--- config.mk ---
export PLATFORM = sky130hd
export DESIGN_NAME = fifo_sync_prog
export DESIGN_NICKNAME = d
export VERILOG_FILES = /design/src/rtl/fifo_sync_prog.sv
export SDC_FILE = /design/constraint.sdc
export NUM_CORES = 1
export LEC_CHECK = 0
export ABC_AREA = 1
export CORE_MARGIN = 2
export CORE_UTILIZATION = 65
export CTS_BUF_LIST = sky130_fd_sc_hd__clkbuf_8
export DETAILED_ROUTE_END_ITERATION = 8
export GPL_TIMING_DRIVEN = 1
export PLACE_DENSITY_LB_ADDON = 0.15
export SYNTH_ARGS = -nofsm -noshare
export SYNTH_HDL_FRONTEND = slang
export SYNTH_SLANG_ARGS = --single-unit
--- constraint.sdc ---
create_clock -name clk -period 5.8 [get_ports clk]
set_input_delay 0.87 -clock clk [delete_from_list [all_inputs] [get_ports clk]]
set_output_delay 0.87 -clock clk [all_outputs]
set_load 0.02 [all_outputs]
--- src/rtl/fifo_sync_prog.sv ---
// fifo_sync_prog: single-clock FIFO with an occupancy count, programmable
// almost-full/almost-empty thresholds, and sticky overflow/underflow flags.
// Every flag is decoded from the registered count, so there is only one
// source of truth for occupancy.
// Optional feature: define FIFO_FWFT_EN for first-word-fall-through reads.
// In that mode data_out shows the head word combinationally and rd_en
// acknowledges it. Without the macro, data_out is a registered read port.
module fifo_sync_prog #(
  parameter int DATA_WIDTH = 8,
  parameter int ADDR_WIDTH = 6
) (
  input  logic                  clk,
  input  logic                  rst,
  input  logic                  wr_en,
  input  logic [DATA_WIDTH-1:0] data_in,
  input  logic                  rd_en,
  output logic [DATA_WIDTH-1:0] data_out,
  input  logic [ADDR_WIDTH:0]   af_thresh,
  input  logic [ADDR_WIDTH:0]   ae_thresh,
  input  logic                  clr_err,
  output logic                  full,
  output logic                  empty,
  output logic                  half,
  output logic                  almost_full,
  output logic                  almost_empty,
  output logic [ADDR_WIDTH:0]   count,
  output logic                  overflow,
  output logic                  underflow
);

  localparam int DEPTH = 1 << ADDR_WIDTH;
  localparam logic [ADDR_WIDTH:0] DEPTH_CNT = (ADDR_WIDTH+1)'(DEPTH);
  localparam logic [ADDR_WIDTH:0] HALF_CNT  = (ADDR_WIDTH+1)'(DEPTH / 2);

  logic [DATA_WIDTH-1:0] mem [DEPTH];
  logic [ADDR_WIDTH-1:0] wptr;
  logic [ADDR_WIDTH-1:0] rptr;
  logic                  wr_ok;
  logic                  rd_ok;

  // A write into a full FIFO is refused even when a read frees a slot in the
  // same cycle, so acceptance looks only at the registered flags.
  assign wr_ok = wr_en & ~full;
  assign rd_ok = rd_en & ~empty;

  // Occupancy flags decoded from the registered count and the live thresholds
  always_comb begin
    full         = (count == DEPTH_CNT);
    empty        = (count == '0);
    half         = (count >= HALF_CNT);
    almost_full  = (count >= af_thresh);
    almost_empty = (count <= ae_thresh);
  end

  // Storage array; it has no reset because the pointers define valid contents
  always_ff @(posedge clk) begin
    if (!rst && wr_ok) begin
      mem[wptr] <= data_in;
    end
  end

  // Pointers and occupancy count. Rejected operations leave them untouched.
  always_ff @(posedge clk) begin
    if (rst) begin
      wptr  <= '0;
      rptr  <= '0;
      count <= '0;
    end else begin
      if (wr_ok) begin
        wptr <= wptr + 1'b1;
      end
      if (rd_ok) begin
        rptr <= rptr + 1'b1;
      end
      case ({wr_ok, rd_ok})
        2'b10:   count <= count + 1'b1;
        2'b01:   count <= count - 1'b1;
        default: count <= count;
      endcase
    end
  end

  // Sticky error flags; a fresh error in the same cycle beats clr_err
  always_ff @(posedge clk) begin
    if (rst) begin
      overflow  <= 1'b0;
      underflow <= 1'b0;
    end else begin
      if (wr_en && full) begin
        overflow <= 1'b1;
      end else if (clr_err) begin
        overflow <= 1'b0;
      end
      if (rd_en && empty) begin
        underflow <= 1'b1;
      end else if (clr_err) begin
        underflow <= 1'b0;
      end
    end
  end

`ifdef FIFO_FWFT_EN
  // Head word is always visible; rd_en pops it and the next word shows after the edge
  assign data_out = mem[rptr];
`else
  // Registered read port that holds its last value between accepted reads
  always_ff @(posedge clk) begin
    if (rst) begin
      data_out <= '0;
    end else if (rd_ok) begin
      data_out <= mem[rptr];
    end
  end
`endif

endmodule

==> impl_metrics.ini <==
[synthesis]
yosysSeqAreaShare_pct = 68.5
ys_async_sr_fraction_pct = 0
syn_inst = 2239
synth_area_per_cell_sq_um = 10.4
synth.net_count = 2289
syn_area_sq_um = 23300
synth-seq-cells = 541
synth_edf_count = 512
synth_cell_type_count = 30
yosys_warnings = 0
synth-main-ff-cell = edfxtp_1

[sta]
tightest_slew_ns = 1.12
clock-skew-final_ns = 0.0509
period_needed_ns = 3.77
rsz0062_at_grt = no
hold_viol_final = 0
fin_crit_sh_pct = 65.1
fin_setup_tns_ns = 0
fmaxAchievable_mhz = 265
timing.final.ws_setup_ns = 2.03
drv_slew = 0
hold_ws_ns = 0.467
slew_headroom_pct = 25.2
finalSetupViolCount = 0

[cells_and_area]
drive_gt1_share_pct = 5.73
layout_common_cells = nand2_1 (667), edfxtp_1 (512), nand3_1 (290), inv_1 (242), nor2_1 (233)
areaGrowthSynthToFinish_pct = 9.10
finalInstanceArea_sq_um = 25400
layout_commonest_cell = nand2_1
antenna_cells = 0
fin_nets = 2327

[routing]
wl_per_cell_microns = 20.3
vias = 16200
drc = 0
drt_wl_total_microns = 57000
firstDrtPassIters = 6
ant_nets = 0
drt_iter0_markers = 2172
viasPerCell = 5.78

[clocking]
clk_latency_ns = 0.66
cts_tree = done
cts_made_buffers = 84
path_clk_slew_ns = 0.07
clock_path_buffers = 3
htree_levels = 3
cts_resized = 0
hold_buffers = 0
clockRootBuffer = clkbuf_8
cts.sinks = 541
post_cts_buffers = 0

[placed_design]
placed_area_sq_um = 23900
dp_slack_ns = 1.47
dp_hpwl_microns = 33700
port_buffers = 48
gp_congestion = 0.955

[setup_path]
reg2reg_from = rptr[1]$_SDFFE_PP0P_
cp-startpoint = rst
worstPathArrival_ns = 4.03
crit_path_end_kind = flop
worstPathRequired_ns = 6.06
slowest_stage = nor2_1
crit_path_max_fanout = 19
path_class = in2reg
cp_slowest_stage_delay_ns = 0.93
critPathLaunchType = input port
reg2reg_to = data_out[1]$_SDFFE_PP0P_
path_cells = clkdlybuf4s50_1 -> clkinv_1 -> nand4_1 -> nor2_1
ff2ff_path_depth = 10
r2r_setup_slack_ns = 2.21
crit_path_end = mem[19][3]$_DFFE_PP_

[pwr]
p_leak_uw = 0.0101
vdd_drop_max_uv = 305
powerDensity_nw_per_um2 = 372

[floorplan]
die_w_microns = 193
start_util_pct = 65.8
die_area_sq_um = 37300
core_area_sq_um = 35400
ios = 49
die_y_microns = 193
placementRows = 69

[hold_path]
hold_path.class = reg2reg
min_delay_path_depth = 2

[global_route]
grtUsageTotal_pct = 30.8
antenna_found_initial = 0
grt_pass1_wl_microns = 87500
overflow = 0
grt_pass1_vias = 15800
grt_start_max_net_pins = 131

[run_status]
status = finished clean

[job]
drv_cap = 0
state kept, by name, summed over array words and instances (netlist names):
register and count:
data_out 8, wptr 6, underflow 1, overflow 1, mem 512, rptr 6
count 7
how the worst min path moves through the flow:
stage,to,slack [ns],start
floorplan,wptr[4]$_SDFFE_PP0P_,0.48,wptr[4]$_SDFFE_PP0P_
CTS,overflow$_SDFFE_PP0P_,0.47,overflow$_SDFFE_PP0P_
detailed placement,overflow$_SDFFE_PP0P_,0.46,overflow$_SDFFE_PP0P_
finish,overflow$_SDFFE_PP0P_,0.47,overflow$_SDFFE_PP0P_
global placement,underflow$_SDFFE_PP0P_,0.45,underflow$_SDFFE_PP0P_
global route,overflow$_SDFFE_PP0P_,0.49,overflow$_SDFFE_PP0P_
routing by layer:
metal  routed length, microns  GRT usage [%]
met5                        0              0
met4                     2230           13.7
met3                     5500           5.18
met2                    26800           48.6
met1                    22500           42.9
area by class of cell:
cell class / instances / area (sq um)
sequential: 541 / 16000
tap: 461 / 577
clock buffer: 85 / 1170
timing repair buffer: 61 / 566
clock inverter: 63 / 342
multi-input combinational: 1370 / 5950
fill: 2574 / 10000
inverter: 219 / 828
cells in the mapped netlist, types with 3 or more instances:
master,number,area [sq um]
inv_2,3,11.3
nand3_1,290,1450
inv_1,213,800
clkbuf_1,29,109
clkinv_1,3,11.3
buf_2,58,290
o21ai_0,70,350
nand4_1,10,62.6
ha_1,22,275
buf_4,16,120
nand2_1,667,2500
nor2_1,233,875
a21oi_1,57,285
buf_1,5,18.8
dfxtp_1,29,581
edfxtp_1,512,15400
o21ai_1,5,25.0
nor3_1,3,15.0
worst max-delay path: cells and delay by family:
family | cells | cell delay (ns)
buf+inv | 2 | 1.29
simple gates | 2 | 1.85
logic make-up after synthesis:
family          count (synthesis)  synth area share, %
buf+inv                       328                 5.89
simple gates                 1207                 21.2
compound gates                136                 2.97
flops                         541                 68.5
xor+xnor                        4                0.151
fa+ha+maj                      23                 1.27
where the power goes:
part | leakage, uW | internal (uW) | switching [uW]
clock | 0.000892 | 1460 | 1450
combinational | 0.00434 | 635 | 1410
sequential | 0.00484 | 4330 | 146
per-stage QoR:
stage / utilization, % / std cells / total power [uW]
final: 71.8 / 2800 / 9440
after global placement: 67.5 / 2652 / 6530
after floorplan: - / 2239 / 5930
after detailed placement: 67.5 / 2652 / 6560
after global routing: 71.8 / 2800 / 9890
after CTS: 71.8 / 2800 / 9440
Power figures use the tool's default switching activity.
